File: src/rtl/municao_jogador.sv
// Player projectile: spawns on a fire-button press, climbs one line per move tick,
// scores hits against the enemy box and paints itself green on the VGA raster.
module municao_jogador #(
  parameter int MOVE_DELAY = 200000,
  parameter int COOLDOWN   = 25000000,
  parameter int Y_MIN      = 3,
  parameter int SHOT_W     = 2,
  parameter int SHOT_LEN   = 20,
  parameter int ENEMY_W    = 40,
  parameter int ENEMY_H    = 30
) (
  input  logic        clk,
  input  logic        reset,
  input  logic        btn_fire,
  input  logic [10:0] posX_jogador,
  input  logic [10:0] posY_jogador,
  input  logic [10:0] posX_inimigo,
  input  logic [10:0] posY_inimigo,
  input  logic [9:0]  h_counter,
  input  logic [9:0]  v_counter,
  output logic [10:0] posX_Municao1,
  output logic [10:0] posY_Municao1,
  output logic        shot_active,
  output logic        hit,
  output logic [7:0]  hits_count,
  output logic [7:0]  R,
  output logic [7:0]  G,
  output logic [7:0]  B,
  output logic [1:0]  dbg_state_o
);

  typedef enum logic [1:0] {
    S_IDLE     = 2'd0,
    S_FLYING   = 2'd1,
    S_COOLDOWN = 2'd2
  } state_t;

  localparam int MW = (MOVE_DELAY > 1) ? $clog2(MOVE_DELAY) : 1;
  localparam int CW = (COOLDOWN > 1) ? $clog2(COOLDOWN) : 1;
  localparam logic [MW-1:0] MOVE_LAST = MW'(MOVE_DELAY - 1);
  localparam logic [CW-1:0] CD_LAST   = CW'(COOLDOWN - 1);

  state_t         state_q, state_d;
  logic [10:0]    shot_x_q, shot_x_d;
  logic [10:0]    shot_y_q, shot_y_d;
  logic [MW-1:0]  move_cnt_q, move_cnt_d;
  logic [CW-1:0]  cd_cnt_q, cd_cnt_d;
  logic           hit_q, hit_d;
  logic [7:0]     hits_q, hits_d;
  logic [7:0]     g_q;
  logic           btn_s1_q, btn_s2_q, btn_prev_q;
  logic           fire_evt, tick, in_box, at_top, pix_on;
  logic [11:0]    x12, y12, ex12, ey12, h12, v12;

  // Button idles high, so the synchroniser resets to 1 to avoid a phantom press.
  always_ff @(posedge clk or posedge reset) begin
    if (reset) begin
      btn_s1_q   <= 1'b1;
      btn_s2_q   <= 1'b1;
      btn_prev_q <= 1'b1;
    end else begin
      btn_s1_q   <= btn_fire;
      btn_s2_q   <= btn_s1_q;
      btn_prev_q <= btn_s2_q;
    end
  end

  assign fire_evt = btn_prev_q & ~btn_s2_q;

  // All geometry is compared at 12 bits so box edges past 2047 do not wrap.
  assign x12    = {1'b0, shot_x_q};
  assign y12    = {1'b0, shot_y_q};
  assign ex12   = {1'b0, posX_inimigo};
  assign ey12   = {1'b0, posY_inimigo};
  assign h12    = {2'b00, h_counter};
  assign v12    = {2'b00, v_counter};
  assign tick   = (move_cnt_q == MOVE_LAST);
  assign in_box = (x12 >= ex12) && (x12 < ex12 + 12'(ENEMY_W)) &&
                  (y12 >= ey12) && (y12 < ey12 + 12'(ENEMY_H));
  assign at_top = (y12 <= 12'(Y_MIN));

  always_ff @(posedge clk or posedge reset) begin
    if (reset) begin
      state_q    <= S_IDLE;
      shot_x_q   <= '0;
      shot_y_q   <= '0;
      move_cnt_q <= '0;
      cd_cnt_q   <= '0;
      hit_q      <= 1'b0;
      hits_q     <= '0;
    end else begin
      state_q    <= state_d;
      shot_x_q   <= shot_x_d;
      shot_y_q   <= shot_y_d;
      move_cnt_q <= move_cnt_d;
      cd_cnt_q   <= cd_cnt_d;
      hit_q      <= hit_d;
      hits_q     <= hits_d;
    end
  end

  always_comb begin
    state_d = state_q;
    case (state_q)
      S_IDLE:     if (fire_evt) state_d = S_FLYING;
      S_FLYING:   if (tick && (in_box || at_top)) state_d = S_COOLDOWN;
      S_COOLDOWN: if (cd_cnt_q == CD_LAST) state_d = S_IDLE;
      default:    state_d = S_IDLE;
    endcase
  end

  // Presses outside IDLE fall through untouched, so they are dropped rather than queued.
  always_comb begin
    shot_x_d   = shot_x_q;
    shot_y_d   = shot_y_q;
    move_cnt_d = move_cnt_q;
    cd_cnt_d   = '0;
    hit_d      = 1'b0;
    hits_d     = hits_q;
    case (state_q)
      S_IDLE: begin
        if (fire_evt) begin
          shot_x_d   = posX_jogador;
          shot_y_d   = posY_jogador;
          move_cnt_d = '0;
        end
      end
      S_FLYING: begin
        move_cnt_d = tick ? '0 : move_cnt_q + 1'b1;
        if (tick) begin
          if (in_box) begin
            hit_d = 1'b1;
            if (hits_q != 8'hFF) hits_d = hits_q + 8'd1;
          end else if (!at_top) begin
            shot_y_d = shot_y_q - 11'd1;
          end
        end
      end
      S_COOLDOWN: cd_cnt_d = (cd_cnt_q == CD_LAST) ? '0 : cd_cnt_q + 1'b1;
      default: ;
    endcase
  end

  always_comb begin
    shot_active   = (state_q == S_FLYING);
    posX_Municao1 = shot_active ? shot_x_q : 11'd0;
    posY_Municao1 = shot_active ? shot_y_q : 11'd0;
    hit           = hit_q;
    hits_count    = hits_q;
    dbg_state_o   = state_q;
  end

  // Rows 0..2 and columns 0..96 are blanking and always stay black.
  assign pix_on = shot_active && (v12 > 12'd2) && (h12 > 12'd96) &&
                  (h12 >= x12) && (h12 < x12 + 12'(SHOT_W)) &&
                  (v12 >= y12) && (v12 < y12 + 12'(SHOT_LEN));

  always_ff @(posedge clk or posedge reset) begin
    if (reset) g_q <= 8'h00;
    else       g_q <= pix_on ? 8'hFF : 8'h00;
  end

  assign R = 8'h00;
  assign G = g_q;
  assign B = 8'h00;

endmodule

File: config.mk
export PLATFORM = sky130hd
export DESIGN_NAME = municao_jogador
export DESIGN_NICKNAME = d
export VERILOG_FILES = /design/src/rtl/municao_jogador.sv
export SDC_FILE = /design/constraint.sdc
export NUM_CORES = 1
export LEC_CHECK = 0
export CORE_ASPECT_RATIO = 0.9
export CORE_MARGIN = 2
export CORE_UTILIZATION = 53
export DETAILED_ROUTE_END_ITERATION = 16
export PLACE_DENSITY = 0.9
export SYNTH_ARGS = -nofsm -noshare
export SYNTH_HDL_FRONTEND = slang
export SYNTH_SLANG_ARGS = --single-unit
File: constraint.sdc
create_clock -name clk -period 3.87 [get_ports clk]
set_input_delay 0.9675 -clock clk [delete_from_list [all_inputs] [get_ports clk]]
set_output_delay 0.9675 -clock clk [all_outputs]
set_load 0.02 [all_outputs]
==> results of run 1 <==
layout by cell type, fill, tap and decap left out, drive strengths merged, types with 16 or more instances in the layout:
cell type and count:
buf 30, nand3 26, nor2 68, nand4 16, conb 16, clkdlybuf4s50 106, xor2 19, o21ai 62
a21oi 34, ha 87, xnor2 35, nand2 82, dfrtp 77, inv 55, and3 17, nor3 22
routing by layer:
metal	share of wire, %	track usage (%)	wire (µm)
met3	6.2	4.71	1060
met5	0	0	0
met4	2.9	10.5	499
met2	47	44.2	8040
met1	44	35.2	7570
state kept, by name, indices dropped and copies added, names as in the netlist:
register and count:
hit 1, shot_y_q 11, G 1, shot_x_q 11
btn_prev_q 1, btn_s1_q 1, dbg_state_o 2, btn_s2_q 1
hits_count 8, cd_cnt_q 25, move_cnt_q 18
how the worst max path moves through the flow:
| stage | to | slack (ns) | cells after the start |
|---|---|---|---|
| after floorplan | hits_count[1] | 0.22 | 13 |
| after global placement | hits_count[6] | -0.32 | 16 |
| after detailed placement | hits_count[6] | -0.40 | 16 |
| after CTS | shot_y_q[2] | 0.03 | 16 |
| after global routing | shot_y_q[6] | 0.01 | 13 |
| final | shot_y_q[10] | 0.19 | 13 |
power by group:
part | leakage [nW] | total [mW] | internal, mW | switching [mW]
Combinational | 2.48 | 2.57 | 1.15 | 1.42
Sequential | 1.05 | 1.28 | 0.986 | 0.293
Clock | 0.157 | 0.954 | 0.574 | 0.380
what timing repair did:
item | CTS | global route
pin swaps | 1 | 4
gates resized for setup | 2 | 5
endpoints found under the setup margin | 8 | 16
hold buffers | 0 | 0
area by class of cell:
cell class              instances  area, µm²
well taps                     160        200
repair buffers                138       1320
clock inverters                 7        103
multi-input cells             602       4100
clock buffers                   9        225
flip-flops and latches         80       2010
inverters                      54        204
fillers                       930       3820
through the flow:
| step | setup slack [ns] | cells | cell area [µm²] | power, mW |
|---|---|---|---|---|
| floorplan | 0.221 | 775 | 6500 | 2.87 |
| global placement | -0.319 | 1034 | 7800 | 3.67 |
| detailed placement | -0.402 | 1034 | 7800 | 3.77 |
| CTS | 0.0289 | 1050 | 8150 | 4.76 |
| global route | 0.0138 | 1050 | 8160 | 5.13 |
| finish | 0.192 | 1050 | 8160 | 4.80 |
kinds of logic after synthesis:
kind of cell    count (synthesis)
compound gates                165
xor+xnor                       54
fa+ha+maj                      87
buf+inv                        93
flops                          80
mux                             1
other cells                     1
simple gates                  279
==> impl_metrics.ini, run 1 <==
[run_status]
status = finished, final reports clean

[sta]
fin_setup_tns_ns = 0
finalCritPeriodShare_pct = 95.0
maxSlewHeadroom_pct = 42.8
setup_viol = 0
max_freq_ghz = 0.272
hold_viol = 0
worst_pin_slew_ns = 0.855
drv_slew = 0
rsz0062_at_grt = no
fin_hold_ws_ns = 0.357
min_period_ns = 3.68
skew_ns = 0.0142

[worst_setup_path]
cp_top_family = compound AO/OA/AOI/OAI gates
r2r_setup_slack_ns = 1.14
slowest_stage = clkdlybuf4s50_1
r2r-end = shot_y_q[9]
slowest_delay_ns = 0.51
worstSetupStartpointType = input port
path_cells = clkdlybuf4s50_1, nand2b_1, nor2_1, or3_1, xnor2_1, ha_1, a21o_1, a21oi_2, o22a_1, nand4_4, o21ba_4, and3_1, a211o_1
reg2reg_depth = 9
timing.critical_path.buf_inv = 1
arrival_ns = 3.91
path_class = input port to flip-flop
worstPathMaxFanout = 8
worst_ep_required_time_ns = 4.10
crit_start = posY_inimigo[3]
end_kind = flip-flop
timing.rr.start = shot_y_q[4]

[route]
drtIter0Drc = 419
ant_nets = 0
wl_um = 17200
first_pass_iters = 5
routed_via_density = 5.72
wl_per_cell_um = 16.3
drc = 0
dr_total_vias = 6002

[global_routing]
grt_pass1_wl_um = 28100
grt_pass1_vias = 5892
grt_usage_pct = 26.7
grt_antenna_before_repair = 0
grt_overflow = 0
grt_start_max_net_pins = 81

[layout]
utilization_pct = 68.1
area_growth_pct = 26.6
diodes = 0
drive_gt1_share_pct = 7.42
nets = 1039

[die]
dieArea_um2 = 13100
die_h_um = 109
ios = 125
die_w_um = 120
core_area_um2 = 12000
row_count = 38
start_util_pct = 53.8

[synthesis]
yosys.area_share.adder_pct = 16.9
yosysUniqueCellTypes = 64
synth-compound-area-share_pct = 16.4
ys_seq_area_share_pct = 31.1
synth-simple-area-share_pct = 21.3
yosys_warnings = 0
yosysMostFrequentCell = ha_1
synthTopCellsByArea = dfrtp_1 (30%), ha_1 (17%), nand2_1 (4.8%), xnor2_1 (4.8%), o21ai_0 (4.7%)
synth-seq-cells = 80
synth_top_family_by_area = simple AND/OR/NAND/NOR gates
syn-instance-count = 760
syn-cell-area_um2 = 6450
synth_edf_count = 0
synthArstFlopShare_pct = 100
yosysTopAreaCell = dfrtp_1
synth_ff_type = dfrtp_1
synth.mux.area_fraction_pct = 0.175
synth_xor_area_share_pct = 7.34
synth.top_cell.area_share_pct = 29.9
yosys-top-cells-count = ha_1 (87), nand2_1 (82), dfrtp_1 (77)
syn_area_per_cell_um2 = 8.48

[min_path]
min_path_cells = 0
min-delay-start = btn_s1_q
hold_end = btn_s2_q
hold_path.class = flip-flop to flip-flop

[clocking]
post_cts_buffers = 0
cts_root_buf = clkbuf_16
clock-sinks = 80
htree_levels = 3
clk_latency_ns = 0.35
cts_buffers = 9
cts_buffer_depth = 2
cts_tree = built
clk_pin_slew_ns = 0.07

[flow_run]
max_cap_viol_count = 0

[placed_design]
hpwl_um = 12800
place.gp.congestion = 0.928
portBuffers = 108

[power]
power_per_cell_area_nw_per_um2 = 588
p_leak_nw = 3.69
vdd_ir_drop_max_uv = 576
(Power assumes the default switching activity.)
==> run 2: changes to the inputs <==
Settings changed: CAP_MARGIN from default to 5.
==> results of run 2 <==
Final layout, timing and power as in run 1 (identical DEF).
==> run 3: changes to the inputs <==
Clock period 3.87 ns to 3.9 ns, I/O delays scaled along.
==> run 3 against run 2 <==
  * Routed wire length down 0.78%
  * Sequential share of layout area about the same
  * Via count up 1.4%
  * Cell count up 0.19%
  * Clock power down 1%
  * First-iteration DRC count up 10%
  * Critical endpoint is now shot_y_q[0]
==> impl_metrics.ini, run 3 (synthesized netlist as in run 1, its figures left out) <==
[layout]
diodes = 0
stdcell_count = 1052
final_cell_mix = clkdlybuf4s50_1 (106), ha_1 (86), nand2_1 (82)
largest_register_ffs = 25
fin_area_um2 = 8180
fill_cells = 905
drive_gt1_share_pct = 7.85
regMostFlops = cd_cnt_q
nets = 1041
layout_commonest_cell = clkdlybuf4s50_1
area_growth_pct = 26.8
layout_top_registers = cd_cnt_q: 25 flops, move_cnt_q: 18 flops

[sta]
timing.final.ws_setup_ns = 0.135
hold_viol = 0
finalCritPeriodShare_pct = 96.5
skew_ns = 0.0107
rsz0062_at_grt = no
fin_hold_ws_ns = 0.368
worst_pin_slew_ns = 0.931
max_freq_ghz = 0.266
drv_slew = 0
min_period_ns = 3.76
setup_viol = 0
maxSlewHeadroom_pct = 37.9

[die]
die_w_um = 120
core_area_um2 = 12000
ios = 125
row_count = 38
die_h_um = 109
start_util_pct = 53.8
dieArea_um2 = 13100

[global_routing]
grt_pass1_vias = 5558
grt_antenna_before_repair = 0
grt_usage_pct = 25.6
grt_overflow = 0
grt_start_max_net_pins = 54
grt_pass1_wl_um = 26800

[placed_design]
place_area_um2 = 7790
portBuffers = 108
place_ws_ns = -0.354
place_inst = 1034
place.gp.congestion = 0.940
hpwl_um = 12700

[route]
dr_total_vias = 6086
first_pass_iters = 6
drtIter0Drc = 461
wl_um = 17000
drc = 0
wl_per_cell_um = 16.2
routed_via_density = 5.79
ant_nets = 0

[clocking]
cts_tree = built
htree_levels = 3
clk_latency_ns = 0.34
clk_pin_slew_ns = 0.07
clock-sinks = 80
cts_buffers = 9
cts_root_buf = clkbuf_16
cts_buffer_depth = 2
hold_buffers = 0

[min_path]
min_path_cells = 0
hold_path.class = flip-flop to flip-flop
hold_end = btn_s2_q
min-delay-start = btn_s1_q

[worst_setup_path]
end_kind = flip-flop
reg2reg_depth = 6
timing.rr.start = dbg_state_o[1]
arrival_ns = 3.99
worstSetupStartpointType = input port
r2r-end = shot_y_q[10]
r2r_setup_slack_ns = 0.93
worstPathMaxFanout = 6
worst_ep_required_time_ns = 4.12
path_class = input port to flip-flop

[flow_run]
max_cap_viol_count = 0

[power]
p_leak_nw = 3.69
power_per_cell_area_nw_per_um2 = 583
vdd_ir_drop_max_uv = 557
p_total_mw = 4.77

[run_status]
status = finished, final reports clean
-- run 3: worst max-delay path by stage --
stage / start / to / slack, ns / depth (start not counted)
floorplan: posY_inimigo[1] / hits_count[1] / 0.24 / 13
global placement: posY_inimigo[1] / shot_y_q[6] / -0.30 / 15
detailed placement: posY_inimigo[2] / hits_count[4] / -0.35 / 16
CTS: posY_inimigo[2] / hits_count[4] / 0.01 / 16
global route: posX_inimigo[3] / hits_count[5] / 0.03 / 13
finish: posY_inimigo[3] / shot_y_q[0] / 0.14 / 15
-- run 3: final cells by class --
cell class	count	area [µm²]	area share [%]
well taps	160	200	2.45
flip-flops and latches	80	2010	24.5
inverters	54	204	2.49
repair buffers	140	1340	16.4
clock buffers	10	239	2.92
multi-input cells	602	4100	50.1
clock inverters	6	91.3	1.12
-- run 3: per-layer routing --
layer | routed length, µm | share of wire [%] | track usage (%)
met2 | 8030 | 47 | 42.2
met3 | 1110 | 6.5 | 4.39
met4 | 508 | 3.0 | 9.80
met1 | 7380 | 43 | 34.1
met5 | 0 | 0 | 0
-- run 3: repair_timing --
item / 4_1_cts / 5_1_grt
buffers inserted: 0 / 2
endpoints found under the setup margin: 0 / 17
gates resized for setup: 0 / 8
-- run 3: critical path: stages --
cell             delay (ns)
clkdlybuf4s50_1        0.50
nand2b_1               0.14
nor2_1                 0.06
or3_1                  0.38
xnor2_1                0.14
ha_1                   0.30
a21o_1                 0.16
a21oi_1                0.15
o22a_1                 0.20
nand4_4                0.16
buf_12                 0.20
o21bai_4               0.12
buf_4                  0.17
a21oi_1                0.09
o22a_1                 0.23
-- run 3: stage by stage --
step / util [%] / TNS [ns]
after detailed placement: 65.0 / -5.25
after CTS: 67.8 / 0
after floorplan: - / 0
after global routing: 68.2 / 0
final: 68.2 / 0
after global placement: 65.0 / -4.34
-- run 3: power by group --
group | switching, mW | total [mW] | internal (mW) | leakage, nW
Sequential | 0.288 | 1.27 | 0.979 | 1.05
Clock | 0.363 | 0.944 | 0.581 | 0.151
Combinational | 1.41 | 2.56 | 1.15 | 2.49
Total | 2.06 | 4.77 | 2.71 | 3.69
